--- src/rtl/mul_lane_scheduler.sv ---
// Round-robin multi-lane multiplier: arbitrates NREQ requesters into an elastic Wallace-tree pipeline.
// Define MUL_SCHED_TREE_REG_EN to add the registered tree stage S2 (latency 3 instead of 2).

module wallace_tree_multiplier #(
  parameter int BITS  = 24,
  parameter int WIDTH = 2*BITS
) (
  input  logic [BITS*WIDTH-1:0] pp_i,
  output logic [WIDTH-1:0]      sum_o,
  output logic [WIDTH-1:0]      carry_o
);

  logic [WIDTH-1:0] rows [BITS];
  logic [WIDTH-1:0] nxt  [BITS];
  int               n_rows;
  int               n_next;

  // Each level folds every full group of three rows into a sum/carry pair with 3:2 counters;
  // leftover rows pass through untouched until only two rows remain.
  always_comb begin
    // NOTE: combinational blocks use blocking '=' and give every variable a default first,
    // so no latch is inferred; clocked blocks use '<=' only.
    for (int j = 0; j < BITS; j++) begin
      rows[j] = pp_i[j*WIDTH +: WIDTH];
      nxt[j]  = '0;
    end
    n_rows = BITS;
    n_next = 0;
    for (int lvl = 0; lvl < BITS; lvl++) begin
      if (n_rows > 2) begin
        for (int k = 0; k < BITS; k++) nxt[k] = '0;
        n_next = 0;
        for (int g = 0; g < BITS/3; g++) begin
          if (3*g + 2 < n_rows) begin
            nxt[n_next]   = rows[3*g] ^ rows[3*g+1] ^ rows[3*g+2];
            nxt[n_next+1] = ((rows[3*g] & rows[3*g+1]) | (rows[3*g] & rows[3*g+2]) |
                             (rows[3*g+1] & rows[3*g+2])) << 1;
            n_next = n_next + 2;
          end
        end
        for (int r = 0; r < BITS; r++) begin
          if (r >= (n_rows/3)*3 && r < n_rows) begin
            nxt[n_next] = rows[r];
            n_next = n_next + 1;
          end
        end
        for (int k = 0; k < BITS; k++) rows[k] = nxt[k];
        n_rows = n_next;
      end
    end
    sum_o   = rows[0];
    carry_o = (n_rows > 1) ? rows[1] : '0;
  end

endmodule

module mul_lane_scheduler #(
  parameter int BITS  = 24,
  parameter int WIDTH = 2*BITS,
  parameter int NREQ  = 4
) (
  input  logic                     clk_i,
  input  logic                     rst_i,
  input  logic [NREQ-1:0]          req_valid_i,
  output logic [NREQ-1:0]          req_ready_o,
  input  logic [NREQ*BITS-1:0]     req_a_i,
  input  logic [NREQ*BITS-1:0]     req_b_i,
  output logic                     res_valid_o,
  input  logic                     res_ready_i,
  output logic [$clog2(NREQ)-1:0]  res_id_o,
  output logic [WIDTH-1:0]         res_data_o,
  output logic [1:0]               inflight_o
);

  localparam int IDW = $clog2(NREQ);

  logic [IDW-1:0]        rr_q, rr_d;
  logic                  grant_found;
  logic [IDW-1:0]        grant_id;
  logic [NREQ-1:0]       grant_oh;
  int                    arb_idx;
  logic [BITS-1:0]       a_sel, b_sel;
  logic [BITS*WIDTH-1:0] pp_d;

  logic                  s1_valid_q, s1_valid_d;
  logic [IDW-1:0]        s1_id_q;
  logic [BITS*WIDTH-1:0] s1_pp_q;

  logic [WIDTH-1:0]      tree_sum, tree_carry;
  logic                  res_valid_q, res_valid_d;
  logic [IDW-1:0]        res_id_q, res_id_d;
  logic [WIDTH-1:0]      res_data_q, res_data_d;

  logic                  out_can, s1_fwd_can, s1_can, accept, res_load;
  logic                  src_valid;
  logic [IDW-1:0]        src_id;
  logic [WIDTH-1:0]      src_sum, src_carry;

`ifdef MUL_SCHED_TREE_REG_EN
  logic                  s2_valid_q, s2_valid_d;
  logic                  s2_can, s2_load;
  logic [IDW-1:0]        s2_id_q;
  logic [WIDTH-1:0]      s2_sum_q, s2_carry_q;
`endif

  // Round-robin pick: first valid lane at or after rr_q, wrapping.
  always_comb begin
    grant_found = 1'b0;
    grant_id    = '0;
    arb_idx     = 0;
    for (int i = 0; i < NREQ; i++) begin
      arb_idx = int'(rr_q) + i;
      if (arb_idx >= NREQ) arb_idx = arb_idx - NREQ;
      if (!grant_found && req_valid_i[arb_idx]) begin
        grant_found = 1'b1;
        grant_id    = arb_idx[IDW-1:0];
      end
    end
    grant_oh = grant_found ? (NREQ'(1) << grant_id) : '0;
  end

  always_comb begin
    a_sel = req_a_i[grant_id*BITS +: BITS];
    b_sel = req_b_i[grant_id*BITS +: BITS];
    pp_d  = '0;
    for (int j = 0; j < BITS; j++) begin
      pp_d[j*WIDTH +: WIDTH] = b_sel[j] ? (WIDTH'(a_sel) << j) : '0;
    end
  end

  wallace_tree_multiplier #(
    .BITS  (BITS),
    .WIDTH (WIDTH)
  ) u_tree (
    .pp_i    (s1_pp_q),
    .sum_o   (tree_sum),
    .carry_o (tree_carry)
  );

  // Elastic handshake: a stage may load when it is empty or its content moves on this edge.
  always_comb begin
    out_can = !res_valid_q || res_ready_i;
`ifdef MUL_SCHED_TREE_REG_EN
    s2_can     = !s2_valid_q || out_can;
    s1_fwd_can = s2_can;
    s2_load    = s1_valid_q && s2_can;
    s2_valid_d = s2_load || (s2_valid_q && !out_can);
    src_valid  = s2_valid_q;
    src_id     = s2_id_q;
    src_sum    = s2_sum_q;
    src_carry  = s2_carry_q;
`else
    s1_fwd_can = out_can;
    src_valid  = s1_valid_q;
    src_id     = s1_id_q;
    src_sum    = tree_sum;
    src_carry  = tree_carry;
`endif
    s1_can      = !s1_valid_q || s1_fwd_can;
    accept      = grant_found && s1_can && !rst_i;
    req_ready_o = (rst_i || !s1_can) ? '0 : grant_oh;
    s1_valid_d  = accept || (s1_valid_q && !s1_fwd_can);

    res_load    = src_valid && out_can;
    res_valid_d = res_load || (res_valid_q && !res_ready_i);
    res_id_d    = res_load ? src_id : res_id_q;
    res_data_d  = res_load ? (src_sum + src_carry) : res_data_q;

    rr_d = rr_q;
    if (accept) rr_d = (grant_id == IDW'(NREQ-1)) ? '0 : grant_id + 1'b1;
  end

  always_ff @(posedge clk_i) begin
    if (rst_i) begin
      rr_q        <= '0;
      s1_valid_q  <= 1'b0;
      res_valid_q <= 1'b0;
      res_id_q    <= '0;
      res_data_q  <= '0;
`ifdef MUL_SCHED_TREE_REG_EN
      s2_valid_q  <= 1'b0;
`endif
    end else begin
      rr_q        <= rr_d;
      s1_valid_q  <= s1_valid_d;
      res_valid_q <= res_valid_d;
      res_id_q    <= res_id_d;
      res_data_q  <= res_data_d;
`ifdef MUL_SCHED_TREE_REG_EN
      s2_valid_q  <= s2_valid_d;
`endif
    end
  end

  // NOTE: inner-stage payload registers carry no reset; their valid bits gate every use,
  // which keeps the wide partial-product bank free of reset fan-out.
  always_ff @(posedge clk_i) begin
    if (accept) begin
      s1_id_q <= grant_id;
      s1_pp_q <= pp_d;
    end
`ifdef MUL_SCHED_TREE_REG_EN
    if (s2_load) begin
      s2_id_q    <= s1_id_q;
      s2_sum_q   <= tree_sum;
      s2_carry_q <= tree_carry;
    end
`endif
  end

  assign res_valid_o = res_valid_q;
  assign res_id_o    = res_id_q;
  assign res_data_o  = res_data_q;
`ifdef MUL_SCHED_TREE_REG_EN
  assign inflight_o  = 2'(s1_valid_q) + 2'(s2_valid_q) + 2'(res_valid_q);
`else
  assign inflight_o  = 2'(s1_valid_q) + 2'(res_valid_q);
`endif

endmodule

--- config.mk ---
export PLATFORM = sky130hd
export DESIGN_NAME = mul_lane_scheduler
export DESIGN_NICKNAME = d
export VERILOG_FILES = /design/src/rtl/mul_lane_scheduler.sv
export SDC_FILE = /design/constraint.sdc
export NUM_CORES = 2
export LEC_CHECK = 0
export ABC_CLOCK_PERIOD_IN_PS = 76500
export BUFFER_PORTS_ARGS = -buffer_cell sky130_fd_sc_hd__clkbuf_2
export CAP_MARGIN = 20
export CORE_MARGIN = 10
export CORE_UTILIZATION = 40
export CTS_CLUSTER_SIZE = 40
export DETAILED_ROUTE_END_ITERATION = 10
export SKIP_CTS_REPAIR_TIMING = 1
export SLEW_MARGIN = 20
export SYNTH_ARGS = -nofsm -noshare
export SYNTH_HDL_FRONTEND = slang
export SYNTH_SLANG_ARGS = --single-unit
--- constraint.sdc ---
create_clock -name clk_i -period 76.5 [get_ports clk_i]
set_input_delay 7.65 -clock clk_i [delete_from_list [all_inputs] [get_ports clk_i]]
set_output_delay 7.65 -clock clk_i [all_outputs]
set_load 0.05 [all_outputs]
==> flow_summary.json <==
{
  "status": "completed",
  "fin_crit_sh_pct": 23.2,
  "cts.sinks": 632,
  "floorplan.initialDensity_pct": 40.2,
  "arrival_ns": 10.10,
  "nNetsFinal": 4465,
  "drt_iter0_markers": 1779,
  "crit_top_cell": "clkbuf_2",
  "cp_max_fo": 100,
  "critPathBufInv": 3,
  "worst-setup-path-type": "input port to output port",
  "die_h_um": 336,
  "required_ns": 68.85,
  "drive_gt1_share_pct": 16.4,
  "clockRootBuffer": "clkbuf_16",
  "min_path_type": "flip-flop to flip-flop",
  "slowest_delay_ns": 0.69,
  "fin_skew_ns": 0.0147,
  "place_hpwl_um": 71000,
  "avgSynthCellArea_um2": 11.8,
  "antenna_found_initial": 0,
  "first_pass_iters": 6,
  "routed_wl_um": 102000,
  "fin_crit_ns": 17.75,
  "hold_violations": 0,
  "fillCellCount": 9193,
  "setup-violations-final": 0,
  "multi_input_area_mm2": 0.0181,
  "drc": 0,
  "synth_edf_count": 578,
  "vias": 24344,
  "clk_pin_slew_worst_paths_ns": 0.06,
  "fp-row-count": 116,
  "tightest_slew_ns": 1.17,
  "synth_nets": 4240,
  "port-buffer-count": 255,
  "diodes": 0,
  "overflow": 0,
  "core_mm2": 0.0997,
  "timing.fmax_mhz": 56.3,
  "yosysWarnings": 0,
  "syn_inst": 3407,
  "ys_async_sr_fraction_pct": 0,
  "ys_seq_area_share_pct": 46.0,
  "regArea_mm2": 0.0184,
  "relSlewSlack_pct": 22.2,
  "slew_viol_final": 0,
  "pin_count": 256,
  "crit_family": "buffers and inverters",
  "die_w_um": 336,
  "end_kind": "output port",
  "grt_setup_unrepaired": "false",
  "wl_per_cell_um": 20.4,
  "hold_ws_ns": 0.452,
  "slowest_stage": "clkinv_4",
  "via_per_inst": 4.88,
  "synth-seq-cells": 632,
  "drv_cap": 0,
  "grt_use_total_pct": 18.2,
  "place.gp.congestion": 0.916,
  "synth_cell_types": 61,
  "synthToLayoutAreaGrowth_pct": 11.3,
  "clockBufferDepth": 3,
  "grt_pass1_vias": 26024,
  "synth_flop_cell": "edfxtp_1",
  "cts_tree": "yes",
  "ant_nets": 0,
  "grt_max_degree": 187,
  "start_kind": "input port",
  "h-tree-depth": 3,
  "insertion_delay_ns": 0.63,
  "cts_buffers": 68,
  "synthesis.area_mm2": 0.0401,
  "setup_tns_ns": 0,
  "grt_pass1_wl_um": 156000,
  "crit_chain": "clkbuf_2 > nand2_1 > a21oi_1 > or3_4 > clkinv_4 > ha_1 > and2_1 > clkbuf_2",
  "dieArea_mm2": 0.113
}
## per-stage QoR
| step | std cells | cell area [um2] | utilization (%) | setup slack, ns |
|---|---|---|---|---|
| finish | 4985 | 44600 | 44.7 | 58.75 |
| global route | 4985 | 44600 | 44.7 | 58.54 |
| CTS | 4985 | 44600 | 44.7 | 58.75 |
| detailed placement | 4860 | 42400 | 42.5 | 58.75 |
| global placement | 4860 | 42400 | 42.5 | 58.77 |
| floorplan | 3407 | 40100 | - | 15.34 |
## final cells by class
cell class / count / share of cell area [%]
clock buffer: 82 / 4.03
clock inverter: 43 / 0.979
inverter: 648 / 5.46
multi-input combinational: 1967 / 40.7
sequential: 632 / 41.3
tap: 1298 / 3.64
timing repair buffer: 315 / 3.90
## cell usage in the layout (no fill, tap or decap), types with 3 or more instances in the layout
cell	synthesis	layout
buf_4	48	59
xor2_1	12	12
nor2b_1	8	7
nand2_1	190	190
o21ai_1	6	6
nand4_1	12	12
inv_1	646	646
and2_1	6	6
nand2b_1	6	5
o21ai_4	0	13
nor3_1	8	8
fa_1	490	490
clkinv_2	0	10
clkbuf_16	0	69
dfxtp_1	54	54
o21bai_1	8	8
o21a_1	4	4
ha_1	144	144
nand3_1	69	69
and3_1	5	5
a221oi_1	3	3
o211ai_1	4	4
clkbuf_2	2	255
a31oi_1	8	8
o21ai_0	33	33
clkinv_4	1	3
a21o_1	15	15
nor2_2	135	135
a21oi_1	76	76
o21ai_2	48	35
clkinv_1	1	16
mux2i_1	3	3
bufinv_16	0	6
clkbuf_1	27	11
a211oi_1	5	4
clkinvlp_4	0	3
nor2_1	621	621
inv_16	0	3
xnor2_1	18	18
edfxtp_1	578	578
## cell usage after synthesis, types with 18 or more instances
cell	n	area (um2)
fa_1	490	9810
dfxtp_1	54	1080
ha_1	144	1800
nor2_2	135	845
nor2_1	621	2330
nand2_1	190	713
o21ai_2	48	420
o21ai_0	33	165
buf_2	33	165
clkbuf_1	27	101
buf_4	48	360
buf_6	46	518
inv_1	646	2420
xnor2_1	18	158
nand3_1	69	345
a21oi_1	76	380
edfxtp_1	578	17400
## logic make-up (layout without fill, tap and decap cells)
family                   count (synthesis)  after routing  share of synthesized area [%]
multiplexers                             3              3                         0.0750
buffers and inverters                  808           1088                           9.03
flip-flops                             632            632                           46.0
adder cells (fa/ha/maj)                634            634                           29.0
AO/OA/AOI/OAI                          231            231                           3.83
AND/OR/NAND/NOR                       1069           1069                           11.4
XOR/XNOR                                30             30                          0.656
## final timing paths
path | start | to | slack [ns] | depth (start not counted)
worst max-delay path | req_valid_i[0] | req_ready_o[3] | 58.75 | 8
worst min-delay path | res_data_o[16] | res_data_o[16] | 0.45 | 2
worst max register to register | s1_pp_q[1031] | res_data_o[45] | 69.62 | 18
worst min register to register | res_data_o[16] | res_data_o[16] | 0.45 | 2
## state kept, by name (all words and copies together), names as in the netlist
| register | cells |
|---|---|
| s1_valid_q | 1 |
| res_id_o | 2 |
| res_data_o | 48 |
| s1_pp_q | 576 |
| rr_q | 2 |
| res_valid_o | 1 |
| s1_id_q | 2 |
## routing by layer
metal	part of all wire [%]	wire, um	vias to the layer above	GRT usage [%]
li1	-	-	11112	-
met1	41	42200	12288	23.0
met2	49	50000	784	31.6
met3	6.7	6810	160	3.17
met4	2.9	2950	0	5.51
met5	0	0	-	0
## worst min-delay path, cell delays in order (launching register included)
cell and delay (ns):
dfxtp_1 0.31, nand2_1 0.05, a21oi_1 0.05
Power is not shown: default switching activity piles up to over one toggle a cycle in this logic, so the estimate is an artifact.
